<file path="config.mk">
export PLATFORM = sky130hd
export DESIGN_NAME = game_timer_controller
export DESIGN_NICKNAME = d
export VERILOG_FILES = /design/src/rtl/game_timer_pkg.sv /design/src/rtl/game_timer_controller_tick_divider.sv /design/src/rtl/game_timer_controller.sv
export SDC_FILE = /design/constraint.sdc
export NUM_CORES = 1
export LEC_CHECK = 0
export CORE_MARGIN = 2
export CORE_UTILIZATION = 55
export CTS_CLUSTER_DIAMETER = 60
export DETAILED_ROUTE_END_ITERATION = 12
export PLACE_DENSITY = 0.85
export SYNTH_ARGS = -nofsm -noshare
export SYNTH_HDL_FRONTEND = slang
export SYNTH_HIERARCHICAL = 1
export SYNTH_SLANG_ARGS = --single-unit
</file>
<file path="constraint.sdc">
create_clock -name vga_clock -period 4.99 [get_ports vga_clock]
set_clock_uncertainty 0.1 [all_clocks]
set_input_delay 0.499 -clock vga_clock [delete_from_list [all_inputs] [get_ports vga_clock]]
set_output_delay 0.499 -clock vga_clock [all_outputs]
set_load 0.01 [all_outputs]
</file>
<file path="src/rtl/game_timer_pkg.sv">
// Shared types and constants for the level countdown timer.
package game_timer_pkg;

  typedef enum logic [2:0] {
    ST_IDLE    = 3'd0,
    ST_RUNNING = 3'd1,
    ST_PAUSED  = 3'd2,
    ST_TIMEUP  = 3'd3,
    ST_TALLY   = 3'd4,
    ST_DONE    = 3'd5
  } state_t;

  localparam int unsigned SECONDS_W   = 10;
  localparam int unsigned SECONDS_MAX = 999;

  localparam int unsigned DEF_TICKS_PER_SECOND  = 25_000_000;
  localparam int unsigned DEF_START_SECONDS     = 60;
  localparam int unsigned DEF_HURRY_SECONDS     = 10;
  localparam int unsigned DEF_TALLY_TICKS       = 250_000;
  localparam int unsigned DEF_POINTS_PER_SECOND = 50;
  localparam int unsigned DEF_BONUS_SECONDS     = 30;

  // Counter width able to hold the larger of the two terminal counts.
  function automatic int unsigned cnt_width(input int unsigned a, input int unsigned b);
    int unsigned m;
    m = (a > b) ? a : b;
    return (m < 2) ? 1 : $clog2(m);
  endfunction

endpackage

</file>
<file path="src/rtl/game_timer_controller_tick_divider.sv">
// Shared cycle divider: counts while enabled, emits a wrap pulse on the
// cycle the count equals the terminal value.
module tick_divider #(
  parameter int unsigned CNT_W = 25
) (
  input  logic             i_clk,
  input  logic             i_rst_n,
  input  logic             i_en,
  input  logic             i_clear,
  input  logic [CNT_W-1:0] i_terminal,
  output logic             o_wrap
);

  logic [CNT_W-1:0] r_count;

  assign o_wrap = i_en && (r_count == i_terminal);

  // Count register: clear wins, otherwise advance and wrap at terminal.
  always_ff @(posedge i_clk or negedge i_rst_n) begin
    if (!i_rst_n) begin
      r_count <= '0;
    end else if (i_clear) begin
      r_count <= '0;
    end else if (i_en) begin
      r_count <= o_wrap ? '0 : r_count + CNT_W'(1);
    end
  end

endmodule

</file>
<file path="src/rtl/game_timer_controller.sv">
// Level countdown timer: start/pause/resume, hurry flag, time-up pulse and
// end-of-level tally of remaining seconds into score pulses.
// Optional: define GAME_TIMER_TIME_BONUS_EN to let add_time extend the clock.
module game_timer_controller
  import game_timer_pkg::*;
#(
  parameter int unsigned TICKS_PER_SECOND  = DEF_TICKS_PER_SECOND,
  parameter int unsigned START_SECONDS     = DEF_START_SECONDS,
  parameter int unsigned HURRY_SECONDS     = DEF_HURRY_SECONDS,
  parameter int unsigned TALLY_TICKS       = DEF_TALLY_TICKS,
  parameter int unsigned POINTS_PER_SECOND = DEF_POINTS_PER_SECOND,
  parameter int unsigned BONUS_SECONDS     = DEF_BONUS_SECONDS
) (
  input  logic                 vga_clock,
  input  logic                 reset,
  input  logic                 start,
  input  logic                 pause,
  input  logic                 level_clear,
  input  logic                 add_time,
  output logic [SECONDS_W-1:0] seconds,
  output logic                 hurry,
  output logic                 time_up,
  output logic                 points_valid,
  output logic [7:0]           points,
  output logic                 tally_done,
  output logic [2:0]           state_o
);

  localparam int unsigned CNT_W = cnt_width(TICKS_PER_SECOND, TALLY_TICKS);

  state_t               r_state, w_state_nxt;
  logic [SECONDS_W-1:0] r_seconds, w_seconds_nxt;
  logic                 r_time_up, w_time_up_nxt;
  logic                 r_points_valid, w_points_valid_nxt;
  logic                 r_tally_done, w_tally_done_nxt;
  logic                 w_run, w_en, w_clear, w_wrap, w_dec_run;
  logic [CNT_W-1:0]     w_terminal;
  logic [31:0]          w_sec_calc;

`ifndef GAME_TIMER_TIME_BONUS_EN
  logic w_unused_bonus;
  assign w_unused_bonus = add_time | (BONUS_SECONDS == 0);
`endif

  // Divider control: start > level_clear > pause > tick.
  assign w_run      = (r_state == ST_RUNNING) || (r_state == ST_PAUSED);
  assign w_en       = !start && ((w_run && !level_clear && !pause) ||
                                 ((r_state == ST_TALLY) && (r_seconds != '0)));
  assign w_clear    = start || (w_run && level_clear);
  assign w_terminal = (r_state == ST_TALLY) ? CNT_W'(TALLY_TICKS - 1)
                                            : CNT_W'(TICKS_PER_SECOND - 1);
  assign w_dec_run  = w_wrap && w_run && (r_seconds != '0);

  tick_divider #(.CNT_W(CNT_W)) u_tick (
    .i_clk      (vga_clock),
    .i_rst_n    (reset),
    .i_en       (w_en),
    .i_clear    (w_clear),
    .i_terminal (w_terminal),
    .o_wrap     (w_wrap)
  );

  // Next-state, next-seconds and pulse decode.
  always_comb begin
    w_state_nxt        = r_state;
    w_seconds_nxt      = r_seconds;
    w_time_up_nxt      = 1'b0;
    w_points_valid_nxt = 1'b0;
    w_tally_done_nxt   = 1'b0;
    w_sec_calc         = 32'(r_seconds);
    if (start) begin
      w_state_nxt   = ST_RUNNING;
      w_seconds_nxt = SECONDS_W'(START_SECONDS);
    end else begin
      case (r_state)
        ST_RUNNING, ST_PAUSED: begin
          if (level_clear) begin
            w_state_nxt = ST_TALLY;
          end else begin
            if (w_dec_run) w_sec_calc = w_sec_calc - 32'd1;
`ifdef GAME_TIMER_TIME_BONUS_EN
            if (add_time) begin
              w_sec_calc = w_sec_calc + 32'(BONUS_SECONDS);
              if (w_sec_calc > 32'(SECONDS_MAX)) w_sec_calc = 32'(SECONDS_MAX);
            end
`endif
            w_seconds_nxt = w_sec_calc[SECONDS_W-1:0];
            w_state_nxt   = pause ? ST_PAUSED : ST_RUNNING;
            if (w_dec_run && (w_sec_calc == 32'd0)) begin
              w_state_nxt   = ST_TIMEUP;
              w_time_up_nxt = 1'b1;
            end
          end
        end
        ST_TALLY: begin
          if (r_seconds == '0) begin
            w_state_nxt      = ST_DONE;
            w_tally_done_nxt = 1'b1;
          end else if (w_wrap) begin
            w_seconds_nxt      = r_seconds - SECONDS_W'(1);
            w_points_valid_nxt = 1'b1;
          end
        end
        default: ;
      endcase
    end
  end

  // State, seconds and pulse registers.
  always_ff @(posedge vga_clock or negedge reset) begin
    if (!reset) begin
      r_state        <= ST_IDLE;
      r_seconds      <= '0;
      r_time_up      <= 1'b0;
      r_points_valid <= 1'b0;
      r_tally_done   <= 1'b0;
    end else begin
      r_state        <= w_state_nxt;
      r_seconds      <= w_seconds_nxt;
      r_time_up      <= w_time_up_nxt;
      r_points_valid <= w_points_valid_nxt;
      r_tally_done   <= w_tally_done_nxt;
    end
  end

  assign seconds      = r_seconds;
  assign hurry        = w_run && (r_seconds <= SECONDS_W'(HURRY_SECONDS)) && (r_seconds != '0);
  assign time_up      = r_time_up;
  assign points_valid = r_points_valid;
  assign points       = r_points_valid ? 8'(POINTS_PER_SECOND) : 8'd0;
  assign tally_done   = r_tally_done;
  assign state_o      = r_state;

endmodule
</file>
==> flow_summary_export.csv, run 1 <==
group,metric,value,unit
status,run_status,"completed",
synthesis,synth_enable_flop_cells,0,
global_route,first_global_vias,2461,
synthesis,main_combinational_cell_family_by_area_after_synthesis,"simple AND/OR/NAND/NOR gates",
die,ios,31,
worst_setup_path,crit_path_end,"state_o[1]$_DFFE_PN0P_",
routing,drt-initial-drc-count,191,
worst_setup_path,critical_path.reg2reg.startpoint,"state_o[2]$_DFFE_PN0P_",
worst_setup_path,reg2regPathDepth,15,
die,effective_utilization_at_floorplan,0.575,
global_route,grt_util_all_layers,0.229,
routing,routed_wire_length_per_instance,15.2,um
sta,timing.final.crit_period,4.04,ns
clock_network,clockBufferDepth,2,
die,dieHeight,77.5,um
sta,rsz0062_at_grt,"false",
sta,fin_worst_hold_slack,0.232,ns
synthesis,synth.area.top_cells,"sky130_fd_sc_hd__dfrtp_1 (35%), sky130_fd_sc_hd__xnor2_1 (5.6%), sky130_fd_sc_hd__xor2_1 (4.4%)",
synthesis,synthesized_area_fraction_occupied_by_adder_cells,0.0126,
final_layout,antennaDiodeCount,0,
sta,worst_slew_margin_rel,0.388,
worst_setup_path,crit_path_end_kind,"register",
clock_network,cts_buffer_count,5,
clock_network,clock_sinks,41,
worst_setup_path,setup.worst_path.start,"state_o[2]$_DFFE_PN0P_",
sta,worstMarginPinSlew,0.917,ns
placement,hpwlAfterDp,4.61,mm
routing,ant_nets,0,
clock_network,clock_tree.htree_level_count,2,
worst_setup_path,setup.reg_to_reg.worst_slack,0.95,ns
synthesis,synth_top_flop_cell,"sky130_fd_sc_hd__dfrtp_1",
run,timing.max_cap.violations,0,
clock_network,path_clk_slew,0.09,ns
synthesis,yosys.area_share.xor_xnor,0.100,
die,die-area,6010,um2
clock_network,cts.hold.buffers_added,0,
die,die_span_x,77.5,um
synthesis,synth_mux_area_frac,0.00379,
routing,drt_wl_total,6.65,mm
final_layout,areaGrowthSynthToFinish,11.0,%
worst_setup_path,cp.arrival,4.18,ns
clock_network,tritoncts,"yes",
global_route,largest_net_degree_at_the_start_of_global_routing,42,
power,power_leakage,1.29,nW
worst_setup_path,rr_endpoint,"state_o[1]$_DFFE_PN0P_",
synthesis,synth.avg_cell_area,8.52,um2
synthesis,synth_area_leader_cell,"sky130_fd_sc_hd__dfrtp_1",
routing,drt_first_pass_iters,5,
final_layout,final_nets,377,
die,core_area,5170,um2
worst_setup_path,critPathKind,"register to register",
synthesis,yosys.cell_types.count,59,
routing,post_drt_via_cell_ratio,5.93,
global_route,grt_pass1_wl,11.2,mm
power,ir_drop,0.000145,V
sta,final_tns_setup,0,ns
sta,timing.fmax,0.247,GHz
worst_setup_path,critical_path_required_time,5.13,ns
clock_network,postCtsSetupRepairBufs,0,
worst_hold_path,worstHoldPathType,"input pin to async pin",
global_route,overflow,0,
synthesis,netlist_area,2970,um2
clock_network,cts_resized,0,
clock_network,worst_skew_pair.late_latency,0.30,ns
placement,io_buffer_count,24,
synthesis,synthCells,349,
routing,drc,0,
placement,finalWeightedCongestion,0.912,
synthesis,ys_async_sr_fraction,1.00,
synthesis,synth_seq_cells,41,
synthesis,yosysTopAreaCellShare,0.345,
clock_network,clk_root_buffer_cell,"sky130_fd_sc_hd__clkbuf_8",
synthesis,synth-compound-area-share,0.170,
synthesis,simple_gate_share_of_the_synthesized_area,0.294,
worst_setup_path,critPathMaxFanout,17,
sta,setup-violations-final,0,
sta,finalHoldViolCount,0,
final_layout,fraction_of_final_layout_cells_sized_beyond_drive_strength_1,0.100,
global_route,grt_antenna_before_repair,0,
sta,report.final.slew_viol_count,0,
sta,timing.final.crit_share,0.810,
routing,dr_total_vias,2603,
synthesis,yosys_warnings,6,
synthesis,yosysSeqAreaShare,0.345,
die,row_count,26,
power,power_density,212,nW/um2
worst_setup_path,startpoint_type,"register",
==> registers in the layout (all words and copies together) (netlist names) <==
register        cells
points_valid        1
seconds            10
state_o             3
tally_done          1
time_up             1
u_tick/r_count     25
==> layout by cell type (no fill, tap or decap), drive strengths merged, types with 4 or more instances in the layout <==
master	instances
clkbuf	7
nor4	11
conb	17
inv	10
o311ai	13
dfrtp	41
nand4	11
xnor2	19
or3	9
xor2	15
o21ai	18
or4	5
or2	5
clkdlybuf4s50	23
nor2	25
a21oi	17
nand2b	5
nor3	12
and3	4
nand2	34
buf	4
nand3	25
==> power by group <==
group	internal, W	leakage [nW]	switching [W]
clock network	0.000125	0.0542	0.000122
registers	0.000336	0.548	0.00000978
logic	0.0000390	0.687	0.0000684
total	0.000500	1.29	0.000200
==> Yosys cell counts (2+ instances only) <==
cell type                  count
sky130_fd_sc_hd__or3_1         9
sky130_fd_sc_hd__conb_1        2
sky130_fd_sc_hd__buf_4         8
sky130_fd_sc_hd__buf_2        14
sky130_fd_sc_hd__nor2_1       25
sky130_fd_sc_hd__or4_1         2
sky130_fd_sc_hd__and3_1        3
sky130_fd_sc_hd__nand4_2       2
sky130_fd_sc_hd__xor2_1       15
sky130_fd_sc_hd__ha_1          3
sky130_fd_sc_hd__a221o_1       2
sky130_fd_sc_hd__nor2b_1       2
sky130_fd_sc_hd__nand3_1      24
sky130_fd_sc_hd__o21a_1        3
sky130_fd_sc_hd__inv_2         2
sky130_fd_sc_hd__o311ai_0     11
sky130_fd_sc_hd__dfrtp_1      41
sky130_fd_sc_hd__a21o_1        3
sky130_fd_sc_hd__a22o_1        3
sky130_fd_sc_hd__nand4_1       8
sky130_fd_sc_hd__o31ai_1       2
sky130_fd_sc_hd__o22ai_1       2
sky130_fd_sc_hd__xnor2_1      19
sky130_fd_sc_hd__o21ai_0      17
sky130_fd_sc_hd__buf_6         2
sky130_fd_sc_hd__a21oi_1      16
sky130_fd_sc_hd__nor4_1       10
sky130_fd_sc_hd__clkbuf_1      5
sky130_fd_sc_hd__nand2b_1      5
sky130_fd_sc_hd__nor3_1       12
sky130_fd_sc_hd__a31oi_1       3
sky130_fd_sc_hd__or4_4         3
sky130_fd_sc_hd__inv_1         8
sky130_fd_sc_hd__or2_2         5
sky130_fd_sc_hd__nand2_1      34
==> cell families (layout without fill, tap and decap cells) <==
group	count (synthesis)	count (layout)
AO/OA/AOI/OAI	72	72
XOR/XNOR	34	34
adder cells (fa/ha/maj)	3	3
buffers and inverters	40	45
flip-flops	41	41
multiplexers	1	1
other	2	17
AND/OR/NAND/NOR	156	156
==> routing by layer <==
layer  global-route usage  share of wire  vias to the layer above
li1                     -              -                     1271
met1                0.277           0.43                     1256
met2                0.403           0.51                       69
met3               0.0419          0.047                        7
met4               0.0929          0.013                        0
met5                    0              0                        -
==> worst max-delay path: stages (launching register included) <==
cell,delay [ns]
sky130_fd_sc_hd__dfrtp_1,0.54
sky130_fd_sc_hd__inv_2,0.10
sky130_fd_sc_hd__or3_1,0.31
sky130_fd_sc_hd__buf_4,0.22
sky130_fd_sc_hd__inv_2,0.21
sky130_fd_sc_hd__a21oi_1,0.09
sky130_fd_sc_hd__nor2_1,0.19
sky130_fd_sc_hd__nand2_1,0.08
sky130_fd_sc_hd__or4_4,0.43
sky130_fd_sc_hd__nor2_1,0.33
sky130_fd_sc_hd__nand2b_1,0.16
sky130_fd_sc_hd__nor4_1,0.26
sky130_fd_sc_hd__mux2_1,0.37
sky130_fd_sc_hd__a21oi_1,0.23
sky130_fd_sc_hd__nand4_2,0.18
sky130_fd_sc_hd__a21oi_2,0.15
==> cell type report <==
type / count / area, um2
fillers: 443 / 1870
multi-input cells: 283 / 1790
flip-flops and latches: 41 / 1030
repair buffers: 27 / 258
clock buffers: 7 / 96.3
well taps: 70 / 87.6
inverters: 10 / 37.5
clock inverters: 1 / 5.00
==> metrics by stage <==
step                utilization  cell area (um2)  power (W)  cells  worst slack, ns
detailed placement        0.618             3200   0.000459    431             1.01
floorplan                     -             3030   0.000427    364             1.36
global route              0.638             3300   0.000729    439            0.638
finish                    0.638             3300   0.000700    439            0.947
global placement          0.618             3200   0.000457    431             1.09
CTS                       0.638             3300   0.000704    439            0.982
==> how the worst min path moves through the flow <==
stage | slack, ns | to | start
CTS | 0.27 | u_tick/r_count[21]$_DFFE_PN0P_ | reset
global route | 0.32 | state_o[0]$_DFFE_PN0P_ | reset
floorplan | 0.10 | points_valid$_DFF_PN0_ | reset
detailed placement | 0.47 | u_tick/r_count[13]$_DFFE_PN0P_ | u_tick/r_count[13]$_DFFE_PN0P_
global placement | 0.44 | u_tick/r_count[13]$_DFFE_PN0P_ | u_tick/r_count[13]$_DFFE_PN0P_
finish | 0.23 | u_tick/r_count[10]$_DFFE_PN0P_ | reset
(Power assumes the default switching activity.)
==> inputs of run 2 (changes only) <==
==> constraint.sdc (replaced) <==
create_clock -name vga_clock -period 3.9 [get_ports vga_clock]
set_clock_uncertainty 0.1 [all_clocks]
set_input_delay 0.39 -clock vga_clock [delete_from_list [all_inputs] [get_ports vga_clock]]
set_output_delay 0.39 -clock vga_clock [all_outputs]
set_load 0.01 [all_outputs]
==> flow_summary_export.csv, run 2 (same netlist as run 1, synthesis figures left out) <==
group,metric,value,unit
sta,worstMarginPinSlew,0.907,ns
final_layout,layout.cells.most_common_list,"sky130_fd_sc_hd__dfrtp_1 (41), sky130_fd_sc_hd__nand2_1 (34), sky130_fd_sc_hd__nor2_1 (24), sky130_fd_sc_hd__nand3_1 (24), sky130_fd_sc_hd__clkdlybuf4s50_1 (23)",
global_route,largest_net_degree_at_the_start_of_global_routing,42,
power,report.power.total,0.000950,W
final_layout,most_common_cell_after_layout_fill_and_taps_aside,"sky130_fd_sc_hd__dfrtp_1",
worst_setup_path,critical_path_required_time,4.03,ns
worst_setup_path,cp.arrival,3.69,ns
run,timing.max_cap.violations,0,
die,core_area,5170,um2
placement,dpl.cell_count,438,
sta,final_tns_setup,0,ns
power,pwr-share-comb,0.158,
global_route,grt_pass1_wl,11.6,mm
die,die_span_x,77.5,um
status,run_status,"completed",
power,seq_power_share,0.462,
clock_network,tritoncts,"yes",
sta,report.final.slew_viol_count,0,
clock_network,postCtsSetupRepairBufs,0,
sta,fin_worst_hold_slack,0.113,ns
final_layout,register_containing_the_most_flip_flops_in_the_final_layout,"u_tick/r_count",
clock_network,cts_buffer_count,5,
worst_hold_path,worstHoldPathType,"input pin to async pin",
worst_setup_path,setup.reg_to_reg.worst_slack,0.34,ns
routing,drt_first_pass_iters,5,
routing,post_drt_via_cell_ratio,5.98,
clock_network,clockBufferDepth,2,
final_layout,final_nets,384,
routing,detailroute.wirelength.met3,350,um
routing,top_layer_used,"met4",
clock_network,path_clk_slew,0.08,ns
power,power_density,281,nW/um2
worst_setup_path,crit_path_end_kind,"register",
sta,setup-violations-final,0,
worst_setup_path,startpoint_type,"register",
sta,finalHoldViolCount,0,
sta,rsz0062_at_grt,"false",
placement,hpwlAfterDp,4.71,mm
routing,routed_wire_length_per_instance,14.8,um
global_route,grt_util_all_layers,0.239,
final_layout,largest_reg_flops,25,
placement,finalWeightedCongestion,0.884,
clock_network,clock_sinks,41,
clock_network,worst_skew_pair.late_latency,0.30,ns
die,die-area,6010,um2
power,ir_drop,0.000203,V
power,p_int,0.000695,W
clock_network,cts.hold.buffers_added,0,
global_route,overflow,0,
sta,worst_slew_margin_rel,0.395,
worst_setup_path,critPathMaxFanout,10,
sta,timing.final.crit_share,0.913,
routing,drc,0,
worst_setup_path,critical_path.reg2reg.startpoint,"state_o[0]$_DFFE_PN0P_",
worst_setup_path,reg2regPathDepth,12,
routing,met2_length,3.27,mm
routing,dr_total_vias,2665,
global_route,grt_antenna_before_repair,0,
power,power.share.clock,0.380,
die,effective_utilization_at_floorplan,0.575,
sta,timing.fmax,0.281,GHz
clock_network,clk_root_buffer_cell,"sky130_fd_sc_hd__clkbuf_8",
routing,ant_nets,0,
placement,io_buffer_count,24,
final_layout,finish.utilization,0.654,
global_route,first_global_vias,2497,
die,dieHeight,77.5,um
routing,drt_wl_total,6.62,mm
clock_network,clock_tree.htree_level_count,2,
final_layout,fraction_of_final_layout_cells_sized_beyond_drive_strength_1,0.120,
routing,drt-initial-drc-count,161,
sta,timing.final.crit_period,3.56,ns
final_layout,areaGrowthSynthToFinish,13.8,%
worst_setup_path,rr_endpoint,"time_up$_DFF_PN0_",
power,power_leakage,1.33,nW
final_layout,antennaDiodeCount,0,
die,row_count,26,
final_layout,final_cell_count_no_fill,446,
die,ios,31,
routing,routedLengthMet1,2.88,mm
power,swShare,0.269,
power,netSwitchingPower,0.000255,W
worst_setup_path,critPathKind,"register to register",
[run 2: changes by cell type in the layout (fill, tap and decap cells not counted), sizes merged]
| cell | before | now |
|---|---|---|
| clkinv | 1 | 0 |
| buf | 4 | 11 |
| bufinv | 0 | 1 |
[run 2: worst max-delay path by stage]
stage                                start                     end  slack (ns)  cells after the start
finish              state_o[0]$_DFFE_PN0P_       time_up$_DFF_PN0_        0.34                     12
global route        state_o[0]$_DFFE_PN0P_       time_up$_DFF_PN0_        0.06                     12
CTS                 state_o[0]$_DFFE_PN0P_       time_up$_DFF_PN0_        0.20                     12
detailed placement             level_clear       time_up$_DFF_PN0_        0.11                     15
global placement               level_clear  state_o[1]$_DFFE_PN0P_        0.19                     15
floorplan           state_o[1]$_DFFE_PN0P_  state_o[1]$_DFFE_PN0P_        0.27                     14
[run 2: critical path, cell delays in order (launching register included)]
cell                       delay [ns]
sky130_fd_sc_hd__dfrtp_1         0.47
sky130_fd_sc_hd__or3_1           0.46
sky130_fd_sc_hd__buf_4           0.23
sky130_fd_sc_hd__xnor2_1         0.16
sky130_fd_sc_hd__nand4_1         0.09
sky130_fd_sc_hd__or4_4           0.56
sky130_fd_sc_hd__nor2_4          0.17
sky130_fd_sc_hd__nand2b_1        0.12
sky130_fd_sc_hd__nor4_1          0.23
sky130_fd_sc_hd__mux2_1          0.38
sky130_fd_sc_hd__a21oi_1         0.22
sky130_fd_sc_hd__nand4_2         0.16
sky130_fd_sc_hd__nor2_1          0.13
[run 2: through the flow]
stage                     setup slack (ns)  area [um2]
final                                0.337        3380
after global routing                0.0635        3380
after CTS                            0.205        3370
after detailed placement             0.113        3250
after global placement               0.188        3250
after floorplan                      0.269        3030
[run 2: power groups by stage]
stage | Combinational, W | Sequential [W] | Clock [W]
detailed placement | 0.000147 | 0.000447 | 0
global route | 0.000167 | 0.000440 | 0.000383
floorplan | 0.0000997 | 0.000447 | 0
CTS | 0.000148 | 0.000438 | 0.000370
global placement | 0.000145 | 0.000447 | 0
finish | 0.000150 | 0.000438 | 0.000361
[run 2: per-layer routing]
layer	track usage	up-vias
met3	0.0419	11
met1	0.312	1277
li1	-	1293
met4	0.0929	0
met2	0.396	84
met5	0	-
[run 2: cell type report]
cell class	count	area [um2]
clock inverters	1	30.0
flip-flops and latches	41	1030
well taps	70	87.6
multi-input cells	283	1800
inverters	10	40.0
fillers	404	1790
clock buffers	7	86.3
repair buffers	34	310
[run 2: repair_timing]
item                                    4_1_cts  5_1_grt
endpoints found under the hold margin         0        0
resized for setup                             0        4
endpoints found under the setup margin        0        3
